--- src/rtl/tile_row_packer.sv ---
// rtl/tile_row_packer.sv - assembles 8-element row beats into ping-pong banked 64-element tiles
module tile_row_packer #(
  parameter int DATA_WIDTH = 16,
  parameter int ROWS       = 8,
  parameter int COLS       = 8
) (
  input  logic                            clk,
  input  logic                            rst_n,
  input  logic [COLS*DATA_WIDTH-1:0]      row_data,
  input  logic                            row_valid,
  input  logic                            row_last,
  output logic                            row_ready,
  output logic [ROWS*COLS*DATA_WIDTH-1:0] tile_data,
  output logic [$clog2(ROWS+1)-1:0]       tile_rows,
  output logic                            tile_valid,
  input  logic                            tile_ready
);
  localparam int CW = (ROWS > 1) ? $clog2(ROWS) : 1;
  localparam int RW = $clog2(ROWS + 1);
  localparam int TE = ROWS * COLS;
  localparam logic [CW-1:0] LAST_ROW = CW'(ROWS - 1);

  logic [DATA_WIDTH-1:0] mem [2][TE];
  logic [1:0]            full;
  logic [RW-1:0]         nrows [2];
  logic                  wr_ptr;
  logic                  rd_ptr;
  logic [CW-1:0]         row_cnt;
  logic                  row_acc;
  logic                  tile_close;
  logic                  tile_rel;

  // Only flops feed row_ready, so tile_ready never reaches it combinationally.
  assign row_ready  = !full[wr_ptr];
  assign row_acc    = row_valid && row_ready;
  assign tile_close = row_acc && (row_last || row_cnt == LAST_ROW);
  assign tile_valid = full[rd_ptr];
  assign tile_rel   = tile_valid && tile_ready;
  assign tile_rows  = nrows[rd_ptr];

  for (genvar e = 0; e < TE; e++) begin : g_out
    assign tile_data[e*DATA_WIDTH +: DATA_WIDTH] = mem[rd_ptr][e];
  end

  always_ff @(posedge clk or negedge rst_n) begin
    if (!rst_n) begin
      for (int b = 0; b < 2; b++) begin
        for (int e = 0; e < TE; e++) begin
          mem[b][e] <= '0;
        end
        nrows[b] <= '0;
      end
      full    <= '0;
      wr_ptr  <= 1'b0;
      rd_ptr  <= 1'b0;
      row_cnt <= '0;
    end else begin
      if (row_acc) begin
        // Rows past the closing row are zeroed so stale data from the bank's previous tile never leaks.
        for (int r = 0; r < ROWS; r++) begin
          for (int c = 0; c < COLS; c++) begin
            if (CW'(r) == row_cnt) begin
              mem[wr_ptr][r*COLS+c] <= row_data[c*DATA_WIDTH +: DATA_WIDTH];
            end else if (tile_close && CW'(r) > row_cnt) begin
              mem[wr_ptr][r*COLS+c] <= '0;
            end
          end
        end
        if (tile_close) begin
          full[wr_ptr]  <= 1'b1;
          nrows[wr_ptr] <= RW'(row_cnt) + RW'(1);
          wr_ptr        <= !wr_ptr;
          row_cnt       <= '0;
        end else begin
          row_cnt <= row_cnt + CW'(1);
        end
      end
      // Close needs the write bank empty and release needs the read bank full, so they never collide.
      if (tile_rel) begin
        full[rd_ptr] <= 1'b0;
        rd_ptr       <= !rd_ptr;
      end
    end
  end
endmodule

--- config.mk ---
export PLATFORM = sky130hd
export DESIGN_NAME = tile_row_packer
export DESIGN_NICKNAME = d
export VERILOG_FILES = /design/src/rtl/tile_row_packer.sv
export SDC_FILE = /design/constraint.sdc
export NUM_CORES = 2
export LEC_CHECK = 0
export BUFFER_PORTS_ARGS = -buffer_cell sky130_fd_sc_hd__clkbuf_2
export CAP_MARGIN = 20
export CORE_UTILIZATION = 30
export DETAILED_ROUTE_END_ITERATION = 10
export PLACE_DENSITY_LB_ADDON = 0.12
export SYNTH_ARGS = -nofsm -noshare
export SYNTH_HDL_FRONTEND = slang
export SYNTH_SLANG_ARGS = --single-unit
--- constraint.sdc ---
create_clock -name clk -period 3.7 [get_ports clk]
set_input_delay 0.37 -clock clk [delete_from_list [all_inputs] [get_ports clk]]
set_output_delay 0.37 -clock clk [all_outputs]
set_load 0.005 [all_outputs]
==> impl_metrics.json <==
{
  "status": "completed",
  "ys_ff_latch": 2063,
  "initial_utilization_pct": 30.2,
  "routed_via_density": 5.70,
  "path_clk_slew_ps": 60,
  "peakVddDrop_v": 0.000617,
  "rows": 205,
  "crit_slowest_cell": "dfrtp_4",
  "dieArea_um2": 317000,
  "synth_area_leaders": "dfrtp_1 (55%), mux2_2 (12%), a22o_1 (12%), clkbuf_1 (3.5%), a211o_1 (2.4%)",
  "leakage_nw": 53.2,
  "overflow": 0,
  "finalMaxSlewViolations": 0,
  "max-cap-violations": 0,
  "power_mw": 90.3,
  "grt_usage_pct": 25.8,
  "syn-cell-area_um2": 94500,
  "ctsResizeCount": 0,
  "seq_area_um2": 51600,
  "die_y_um": 563,
  "drive_gt1_share_pct": 32.8,
  "core_um2": 313000,
  "synth-seq-area-share_pct": 54.6,
  "drt_wl_total_um": 421000,
  "cp.required_ps": 3330,
  "critPathBufInv": 3,
  "clk_latency_ps": 930,
  "path_max_fanout": 66,
  "crit_top_cell": "buf_12",
  "grt_first_pass_wirelength_um": 593000,
  "fmax_ghz": 0.289,
  "multi_input_comb_area_um2": 39400,
  "hold_buffers": 6,
  "antenna_found_initial": 28,
  "finalCriticalPeriod_ps": 3470,
  "cp_top_family": "flip-flops",
  "grt_start_max_net_pins": 257,
  "cts_tree": "yes",
  "clock-sinks": 2063,
  "syn_to_final_growth_pct": 19.8,
  "cp.arrival_ps": 3100,
  "hold_viol": 0,
  "grt_pass1_vias": 73200,
  "mostFrequentLayoutCell": "dfrtp_1",
  "final_nets": 8555,
  "synth_area_leader_cell": "dfrtp_1",
  "io_pins": 1163,
  "finalSetupViolCount": 0,
  "drt-initial-drc-count": 6128,
  "period_share_pct": 93.7,
  "worst_slew_pin_slew_ps": 1160,
  "powerDensity_nw_per_um2": 797,
  "place.gp.congestion": 0.798,
  "ant_nets": 0,
  "netlist.area_leader.share_pct": 54.6,
  "relSlewSlack_pct": 22.4,
  "cts_buffer_depth": 4,
  "cts_setup_buffers": 0,
  "cts_root_buf": "clkbuf_16",
  "cts_max_level": 4,
  "crit_chain": "buf_12, buf_12, mux2_2, clkbuf_2",
  "critPathMaxStageDelay_ps": 840,
  "port_buffers": 1162,
  "detailed_place_hpwl_um": 267000,
  "rsz0062_at_grt": "false",
  "endpoint_kind": "output port",
  "tns_ps": 0,
  "dr.pass1.iters": 6,
  "fin_worst_skew_ps": 72.6,
  "wl_per_cell_um": 33.0,
  "setup.worst_path.start_class": "register",
  "critical_path_class": "register to output port",
  "numCtsBuffers": 239,
  "syn-mean-instance-area_um2": 12.2,
  "synth_fp_nets": 7895,
  "yosysWarnings": 0,
  "vias": 72800,
  "hold_path.class": "input port to asynchronous set/reset pin",
  "fill_cells": 30400,
  "synth_cell_type_count": 41,
  "drc": 0,
  "netlist_instances": 7758,
  "final_cell_mix": "dfrtp_1 (2059), a22o_1 (1280), clkbuf_2 (1161)",
  "die_w_um": 563
}
-- cell families (layout without fill, tap and decap cells) --
family	count (synthesis)	count (layout)	share of synthesized area [%]
other	0	12	0
AND/OR/NAND/NOR	1267	1267	7.55
multiplexers	1126	1126	13.3
flip-flops	2063	2063	54.6
buffers and inverters	964	1819	3.97
AO/OA/AOI/OAI	2334	2334	20.5
adder cells (fa/ha/maj)	4	4	0.0530
-- where the power goes --
group          internal, mW  switching [mW]  leakage [nW]  total, mW
sequential             28.1            3.33          26.3       31.4
combinational          14.2            19.8          22.9       34.0
clock                  14.5            10.3          4.04       24.9
total                  56.8            33.5          53.2       90.3
-- registers in the layout, indices dropped and copies added, names as in the netlist --
name     flops
mem       2048
nrows        8
row_cnt      3
full         2
rd_ptr       1
wr_ptr       1
-- cells in the mapped netlist (all sizes together) --
| master | instances |
|---|---|
| mux2 | 1035 |
| buf | 71 |
| o21ai | 277 |
| a211o | 256 |
| o21a | 1 |
| nor2 | 10 |
| nand2 | 429 |
| a2bb2oi | 3 |
| o21bai | 1 |
| inv | 6 |
| o21ba | 1 |
| nor3b | 1 |
| or4 | 2 |
| a21oi | 3 |
| nor4b | 1 |
| o311ai | 256 |
| and4bb | 1 |
| or3b | 1 |
| a22o | 1280 |
| dfrtp | 2063 |
| nand2b | 1 |
| ha | 4 |
| nor4 | 3 |
| nor3 | 2 |
| and4b | 128 |
| clkbuf | 887 |
| nand3b | 3 |
| or2 | 1 |
| nand4b | 1 |
| and3 | 257 |
| nor2b | 256 |
| nand3 | 166 |
| mux2i | 91 |
| o2bb2ai | 256 |
| and3b | 1 |
| and2 | 3 |
-- per-layer routing --
metal	vias up	routed length [um]	global-route usage [%]
li1	30700	-	-
met1	39000	174000	33.0
met2	2617	194000	40.9
met3	530	32200	6.63
met4	4	20800	11.4
met5	-	30	0
-- per-stage QoR --
step           setup slack (ps)  utilization (%)  hold WS [ps]  cells  instance area (um2)
6_report                    234             36.2          34.4  12800               113000
5_1_grt                     133             36.2          51.2  12800               113000
4_1_cts                     166             36.2          54.7  12800               113000
3_5_place_dp                510             33.6           391  12300               105000
3_3_place_gp                549             33.6           389  12300               105000
2_1_floorplan              1250                -          74.4   7758                94500
-- layout make-up --
| class | count | share of cell area, % |
|---|---|---|
| Inverter | 6 | 0.0243 |
| Clock buffer | 357 | 6.25 |
| Antenna cell | 12 | 0.0265 |
| Tap cell | 4140 | 4.57 |
| Sequential cell | 2063 | 45.6 |
| Multi-Input combinational cell | 4731 | 34.8 |
| Timing Repair Buffer | 1377 | 7.73 |
| Clock inverter | 79 | 0.993 |
-- worst register-to-register path, cell delays in order (launching register included) --
cell and delay, ps:
dfrtp_4 540, ha_1 510, a2bb2oi_1 910, a2bb2oi_4 150, buf_12 230, a22o_1 840
-- final timing paths --
| check | slack [ps] | start | depth (start not counted) | to |
|---|---|---|---|---|
| worst min register to register | 490 | mem[686] | 1 | mem[686] |
| max in group asynchronous | 2220 | rst_n | 4 | mem[1979] |
| worst max-delay path | 230 | rd_ptr | 4 | tile_data[567] |
| min in group clk | 80 | row_data[110] | 2 | mem[798] |
| worst min-delay path | 30 | rst_n | 2 | mem[1009] |
| worst max register to register | 450 | row_cnt[2] | 5 | mem[318] |
(Power assumes the default switching activity.)
